File: config.mk
export PLATFORM = sky130hd
export DESIGN_NAME = rwl_read_ctrl_flat
export DESIGN_NICKNAME = d
export VERILOG_FILES = /design/src/rtl/rwl_ctrl_pkg.sv /design/src/rtl/rwl_read_ctrl_if.sv /design/src/rtl/rwl_decoder.sv /design/src/rtl/rwl_read_ctrl.sv /design/src/flat_wrapper.sv
export SDC_FILE = /design/constraint.sdc
export NUM_CORES = 1
export LEC_CHECK = 0
export ABC_CLOCK_PERIOD_IN_PS = 1500
export CAP_MARGIN = 15
export CORE_ASPECT_RATIO = 0.8
export CORE_UTILIZATION = 38
export DETAILED_ROUTE_END_ITERATION = 10
export GPL_ROUTABILITY_DRIVEN = 0
export PLACE_DENSITY = 0.75
export SLEW_MARGIN = 30
export SYNTH_ARGS = -nofsm -noshare
export SYNTH_HDL_FRONTEND = slang
export SYNTH_SLANG_ARGS = --single-unit
File: constraint.sdc
create_clock -name clk -period 1.5 [get_ports clk]
set_clock_uncertainty 0.05 [all_clocks]
set_input_delay 0.3 -clock clk [delete_from_list [all_inputs] [get_ports clk]]
set_output_delay 0.3 -clock clk [all_outputs]
set_load 0.005 [all_outputs]
File: src/rtl/rwl_ctrl_pkg.sv
// -----------------------------------------------------------------------------
// rwl_ctrl_pkg
// Shared types and constants for the read word-line controller:
//   state_e   - controller FSM states (idle / drive word line / capture)
//   owner_e   - which requester owns the read in flight
//   DEF_*     - default address and data widths
//   arb_pick  - two-requester arbitration helper
// -----------------------------------------------------------------------------
package rwl_ctrl_pkg;

    localparam int unsigned DEF_ADDR_WIDTH = 3;
    localparam int unsigned DEF_DATA_WIDTH = 8;

    typedef enum logic [1:0] {
        StIdle    = 2'd0,
        StDrive   = 2'd1,
        StCapture = 2'd2
    } state_e;

    typedef enum logic {
        OwnerReq0 = 1'b0,
        OwnerReq1 = 1'b1
    } owner_e;

    // last_srv only matters on a tie; with rr_en low requester 0 always wins ties.
    function automatic owner_e arb_pick(input logic   req0,
                                        input logic   req1,
                                        input owner_e last_srv,
                                        input logic   rr_en);
        owner_e w;
        if (req0 && req1) begin
            w = (rr_en && (last_srv == OwnerReq0)) ? OwnerReq1 : OwnerReq0;
        end else if (req1) begin
            w = OwnerReq1;
        end else begin
            w = OwnerReq0;
        end
        return w;
    endfunction

endpackage

File: src/rtl/rwl_read_ctrl_if.sv
// -----------------------------------------------------------------------------
// rwl_read_ctrl_if
// Requester-side bus of the read word-line controller.
//   req0/addr0, req1/addr1 : read requests (held until grant) and addresses
//   gnt0/gnt1              : one-cycle grant pulses
//   rdata                  : registered read data shared by both requesters
//   rvalid0/rvalid1        : one-cycle read-data-valid pulses
//   busy                   : controller not idle
// Modports: master = requester side, slave = controller side.
// -----------------------------------------------------------------------------
interface rwl_read_ctrl_if #(
    parameter int unsigned ADDR_WIDTH = rwl_ctrl_pkg::DEF_ADDR_WIDTH,
    parameter int unsigned DATA_WIDTH = rwl_ctrl_pkg::DEF_DATA_WIDTH
) ();

    logic                  req0;
    logic [ADDR_WIDTH-1:0] addr0;
    logic                  req1;
    logic [ADDR_WIDTH-1:0] addr1;
    logic                  gnt0;
    logic                  gnt1;
    logic [DATA_WIDTH-1:0] rdata;
    logic                  rvalid0;
    logic                  rvalid1;
    logic                  busy;

    modport master (
        output req0, addr0, req1, addr1,
        input  gnt0, gnt1, rdata, rvalid0, rvalid1, busy
    );

    modport slave (
        input  req0, addr0, req1, addr1,
        output gnt0, gnt1, rdata, rvalid0, rvalid1, busy
    );

endinterface

File: src/rtl/rwl_decoder.sv
// -----------------------------------------------------------------------------
// rwl_decoder
// Address to one-hot word-line decode with an enable that forces all lines low.
//   en   in  1                gate; 0 -> dec = 0
//   addr in  ADDR_WIDTH       word address
//   dec  out 2**ADDR_WIDTH    one-hot word lines
// -----------------------------------------------------------------------------
module rwl_decoder #(
    parameter int unsigned ADDR_WIDTH = 3
) (
    input  logic                       en,
    input  logic [ADDR_WIDTH-1:0]      addr,
    output logic [2**ADDR_WIDTH-1:0]   dec
);

    always_comb begin
        dec = '0;
        if (en) begin
            dec[addr] = 1'b1;
        end
    end

endmodule

File: src/rtl/rwl_read_ctrl.sv
// -----------------------------------------------------------------------------
// rwl_read_ctrl
// Arbitrates two read requesters onto a word-line array. A read drives one
// word line for RWL_PULSE cycles, registers the bit lines on the closing edge
// of the last pulse cycle, then spends one precharge cycle (RWL low) while
// signalling read-data-valid to the owner.
//   clk  in   1               clock, rising edge
//   rst  in   1               asynchronous active-high reset
//   bus  slave modport        requester handshake (req/addr/gnt/rdata/rvalid/busy)
//   rwl  out  2**ADDR_WIDTH   one-hot read word lines
//   rbl  in   DATA_WIDTH      read bit lines
// Parameters: ADDR_WIDTH, DATA_WIDTH, RWL_PULSE (1..15).
// Build option: define RWL_RR_ARB_EN for round-robin tie-breaking; otherwise
// requester 0 has fixed priority.
// -----------------------------------------------------------------------------
module rwl_read_ctrl
    import rwl_ctrl_pkg::*;
#(
    parameter int unsigned ADDR_WIDTH = DEF_ADDR_WIDTH,
    parameter int unsigned DATA_WIDTH = DEF_DATA_WIDTH,
    parameter int unsigned RWL_PULSE  = 2
) (
    input  logic                     clk,
    input  logic                     rst,
    rwl_read_ctrl_if.slave           bus,
    output logic [2**ADDR_WIDTH-1:0] rwl,
    input  logic [DATA_WIDTH-1:0]    rbl
);

    state_e                state_q, state_d;
    owner_e                owner_q, owner_d;
    owner_e                winner;
    logic [ADDR_WIDTH-1:0] addr_q, addr_d;
    logic [3:0]            cnt_q, cnt_d;
    logic [DATA_WIDTH-1:0] rdata_q, rdata_d;
    logic                  drive_en;
    logic                  last_drive;
    logic                  gnt0, gnt1, rvalid0, rvalid1;

    assign last_drive = (cnt_q == 4'(RWL_PULSE - 1));

`ifdef RWL_RR_ARB_EN
    owner_e last_q, last_d;

    assign winner = arb_pick(bus.req0, bus.req1, last_q, 1'b1);

    always_comb begin
        last_d = last_q;
        if ((state_q == StIdle) && (bus.req0 || bus.req1)) begin
            last_d = winner;
        end
    end

    // Reset value makes requester 0 win the first tie.
    always_ff @(posedge clk or posedge rst) begin
        if (rst) begin
            last_q <= OwnerReq1;
        end else begin
            last_q <= last_d;
        end
    end
`else
    assign winner = arb_pick(bus.req0, bus.req1, OwnerReq1, 1'b0);
`endif

    always_comb begin
        state_d  = state_q;
        owner_d  = owner_q;
        addr_d   = addr_q;
        cnt_d    = cnt_q;
        rdata_d  = rdata_q;
        drive_en = 1'b0;
        gnt0     = 1'b0;
        gnt1     = 1'b0;
        rvalid0  = 1'b0;
        rvalid1  = 1'b0;
        unique case (state_q)
            StIdle: begin
                if (bus.req0 || bus.req1) begin
                    state_d = StDrive;
                    owner_d = winner;
                    addr_d  = (winner == OwnerReq1) ? bus.addr1 : bus.addr0;
                    cnt_d   = '0;
                end
            end
            StDrive: begin
                drive_en = 1'b1;
                // Grant only in the first pulse cycle.
                if (cnt_q == '0) begin
                    gnt0 = (owner_q == OwnerReq0);
                    gnt1 = (owner_q == OwnerReq1);
                end
                cnt_d = cnt_q + 4'd1;
                if (last_drive) begin
                    rdata_d = rbl;
                    state_d = StCapture;
                end
            end
            StCapture: begin
                rvalid0 = (owner_q == OwnerReq0);
                rvalid1 = (owner_q == OwnerReq1);
                state_d = StIdle;
            end
            default: begin
                state_d = StIdle;
            end
        endcase
    end

    always_ff @(posedge clk or posedge rst) begin
        if (rst) begin
            state_q <= StIdle;
            owner_q <= OwnerReq0;
            addr_q  <= '0;
            cnt_q   <= '0;
            rdata_q <= '0;
        end else begin
            state_q <= state_d;
            owner_q <= owner_d;
            addr_q  <= addr_d;
            cnt_q   <= cnt_d;
            rdata_q <= rdata_d;
        end
    end

    rwl_decoder #(
        .ADDR_WIDTH (ADDR_WIDTH)
    ) u_decoder (
        .en   (drive_en),
        .addr (addr_q),
        .dec  (rwl)
    );

    assign bus.gnt0    = gnt0;
    assign bus.gnt1    = gnt1;
    assign bus.rvalid0 = rvalid0;
    assign bus.rvalid1 = rvalid1;
    assign bus.rdata   = rdata_q;
    assign bus.busy    = (state_q != StIdle);

endmodule
File: src/flat_wrapper.sv
// flat-port wrapper written by rule: the top's interface ports become plain ports
module rwl_read_ctrl_flat import rwl_ctrl_pkg::*;
#(
    parameter int unsigned ADDR_WIDTH = DEF_ADDR_WIDTH,
    parameter int unsigned DATA_WIDTH = DEF_DATA_WIDTH,
    parameter int unsigned RWL_PULSE  = 2
)
  (clk, rst, rwl, rbl, bus_req0, bus_addr0, bus_req1, bus_addr1, bus_gnt0, bus_gnt1, bus_rdata, bus_rvalid0, bus_rvalid1, bus_busy);
  rwl_read_ctrl_if #(.ADDR_WIDTH(ADDR_WIDTH), .DATA_WIDTH(DATA_WIDTH)) bus_i ();
  input  logic clk;
  input  logic rst;
  output logic [2**ADDR_WIDTH-1:0] rwl;
  input  logic [DATA_WIDTH-1:0] rbl;
  input wire logic [$bits(bus_i.req0)-1:0] bus_req0;
  input wire logic [$bits(bus_i.addr0)-1:0] bus_addr0;
  input wire logic [$bits(bus_i.req1)-1:0] bus_req1;
  input wire logic [$bits(bus_i.addr1)-1:0] bus_addr1;
  output wire logic [$bits(bus_i.gnt0)-1:0] bus_gnt0;
  output wire logic [$bits(bus_i.gnt1)-1:0] bus_gnt1;
  output wire logic [$bits(bus_i.rdata)-1:0] bus_rdata;
  output wire logic [$bits(bus_i.rvalid0)-1:0] bus_rvalid0;
  output wire logic [$bits(bus_i.rvalid1)-1:0] bus_rvalid1;
  output wire logic [$bits(bus_i.busy)-1:0] bus_busy;
  assign bus_i.req0 = bus_req0;
  assign bus_i.addr0 = bus_addr0;
  assign bus_i.req1 = bus_req1;
  assign bus_i.addr1 = bus_addr1;
  assign bus_gnt0 = bus_i.gnt0;
  assign bus_gnt1 = bus_i.gnt1;
  assign bus_rdata = bus_i.rdata;
  assign bus_rvalid0 = bus_i.rvalid0;
  assign bus_rvalid1 = bus_i.rvalid1;
  assign bus_busy = bus_i.busy;
  rwl_read_ctrl #(.ADDR_WIDTH(ADDR_WIDTH), .DATA_WIDTH(DATA_WIDTH), .RWL_PULSE(RWL_PULSE)) u_core (.clk(clk), .rst(rst), .bus(bus_i), .rwl(rwl), .rbl(rbl));
endmodule
==> results <==
-- routing by layer --
layer | track usage | routed length, um
met1 | 0.288 | 1220
met2 | 0.375 | 1380
met3 | 0.0634 | 134
met4 | 0.0571 | 23
met5 | 0 | 0
-- worst max-delay path: stages (launching register included) --
cell and delay [ps]:
dfrtp_2 480, nand2b_4 170, nor3_2 210, buf_2 180
-- cells in the mapped netlist, types with 2 or more instances --
master    number  area, sq um
dfrtp_1       18          450
mux2_4         8          120
inv_1          7         26.3
mux2_2         7         78.8
nor2_1         7         26.3
nor3_1         6         30.0
nand2_1        4         15.0
a21oi_1        3         15.0
ha_1           3         37.5
nand2b_1       3         18.8
nand3_1        2         10.0
o31ai_1        2         15.0
-- state kept, by name, summed over array words and instances (netlist names) --
name and flops:
u_core.state_q 2, u_core.owner_q 1, u_core.addr_q 3, u_core.bus.rdata 8
u_core.cnt_q 4
-- timing repair --
item	4_1_cts	5_1_grt
gates resized for setup	86	17
pin swaps	10	6
gates cloned	1	0
setup buffers	12	3
hold buffers	0	0
setup endpoints to repair	32	22
-- power by group --
group	internal (uW)	switching (uW)
combinational	1380	970
sequential	736	231
clock	148	154
-- cell families after synthesis --
family / after synthesis / share of synthesized area
buffers and inverters: 9 / 0.0441
and+or+nand+nor: 27 / 0.166
DFF: 18 / 0.467
muxes: 15 / 0.206
xor gates and xnor gates: 1 / 0.00908
AOI/OAI and AO/OA: 10 / 0.0687
adders and majority gates: 3 / 0.0389
-- stage by stage --
step                      setup slack (ps)  instances  setup TNS, ps  hold slack, ps
after floorplan                       36.7         83              0             189
after global placement                -310        169          -3440             440
after detailed placement              -366        169          -4400             442
after CTS                             -158        185          -1670             262
after global routing                  -252        187          -3850             280
final                                 -175        187          -2180             258
-- area by class of cell --
cell class | count | share of cell area
multi-input combinational | 57 | 0.352
timing repair buffer | 67 | 0.325
sequential | 18 | 0.263
tap | 34 | 0.0245
clock buffer | 4 | 0.0209
inverter | 7 | 0.0152
-- worst max-delay path by stage --
stage,to,depth (start not counted)
4_1_cts,rwl[4],5
3_5_place_dp,u_core.addr_q[2],4
5_1_grt,rwl[4],5
6_report,rwl[1],3
3_3_place_gp,u_core.addr_q[2],4
2_1_floorplan,u_core.bus.rdata[0],5
==> results.py <==
metrics = {
    "clock_network": {
        "cts_tree": "done",
        "clk_path_buf_depth": 2,
        "cts.sinks": 18,
        "clk_latency_ps": 300,
        "cts_root_buf": "clkbuf_4",
        "cts-htree-levels": 1,
        "clkSlewWorstSetupHoldPaths_ps": 100,
        "numCtsBuffers": 3,
    },
    "timing": {
        "fmax_ghz": 0.597,
        "setup_ws_ps": -175,
        "period_needed_ps": 1670,
        "finalHoldViolations": 0,
        "finalSetupViolations": 24,
        "slew_headroom": 0.783,
        "slew_viol_final": 0,
        "rsz0062_at_grt": "true",
        "worst_pin_slew_ps": 322,
        "period_share": 1.12,
    },
    "layout": {
        "n_fill_cell": 148,
        "ff_latch_area_sq_um": 455,
        "final_cell_mix": "20 x buf_4, 17 x clkdlybuf4s50_1, 14 x dfrtp_1, 12 x buf_2",
        "layout_commonest_cell": "buf_4",
        "multi_input_area_sq_um": 611,
        "num-nets-final": 175,
        "fin_util": 0.764,
        "drive_gt1_frac": 0.595,
        "area_growth_pct": 79.8,
        "num_antenna_cells": 0,
        "stdcell_area_sq_um": 1730,
    },
    "power_and_ir_drop": {
        "ir_drop_mv": 1.07,
        "power_density_nw_per_um2": 2090,
        "leakage_uw": 0.000832,
        "power_uw": 3620,
    },
    "logic_synthesis": {
        "syn-num-nets": 104,
        "ys_seq_elements": 18,
        "synthArstFlopShare": 1.00,
        "synth.yosys.seq_area_share": 0.467,
        "synth_warnings": 0,
        "synth_edf_count": 0,
        "yosys_most_used_dff": "dfrtp_1",
        "avgSynthCellArea_sq_um": 11.6,
        "synth_cell_type_count": 25,
        "synth_area_sq_um": 965,
        "netlist_instances": 83,
    },
    "detailed_routing": {
        "dr.pass1.iters": 4,
        "avgRoutedWirePerCell_um": 14.7,
        "wl_mm": 2.75,
        "ant_nets": 0,
        "route.detailed.drc": 0,
        "vias": 879,
        "viasPerCell": 4.70,
        "drtIter0Drc": 18,
    },
    "worst_setup_path": {
        "cp-end-kind": "primary output",
        "crit_start": "u_core.addr_q[1]",
        "rr_worst_depth": 6,
        "cp.required_ps": 1150,
        "rrSetupSlack_ps": -80,
        "path_max_fanout": 6,
        "start_kind": "flop",
        "path_class": "flop to primary output",
        "r2r_start": "u_core.state_q[1]",
        "arrival_ps": 1320,
        "reg2reg_to": "u_core.bus.rdata[0]",
    },
    "grt": {
        "grt.total_usage": 0.222,
        "grt_max_degree": 19,
        "grt_pass1_wl_mm": 4.35,
        "antenna_found_initial": 0,
        "grt_pass1_vias": 902,
        "grt_overflow": 0,
    },
    "job": {
        "maxCapViolations": 0,
    },
    "die": {
        "die_width_um": 58.3,
        "die_h_um": 47.1,
        "start_util": 0.425,
        "core_area_sq_um": 2270,
        "num_rows": 15,
        "ios": 39,
        "die-area_sq_um": 2750,
    },
    "min_path": {
        "hold_path.class": "primary input to asynchronous set/reset pin",
    },
    "run_status": {
        "violations": "setup timing",
        "status": "complete, but fails checks",
    },
    "placed_design": {
        "dp_hpwl_mm": 1.79,
        "place_area_sq_um": 1490,
        "port_buffers": 38,
    },
}
Power figures use the tool's default switching activity.
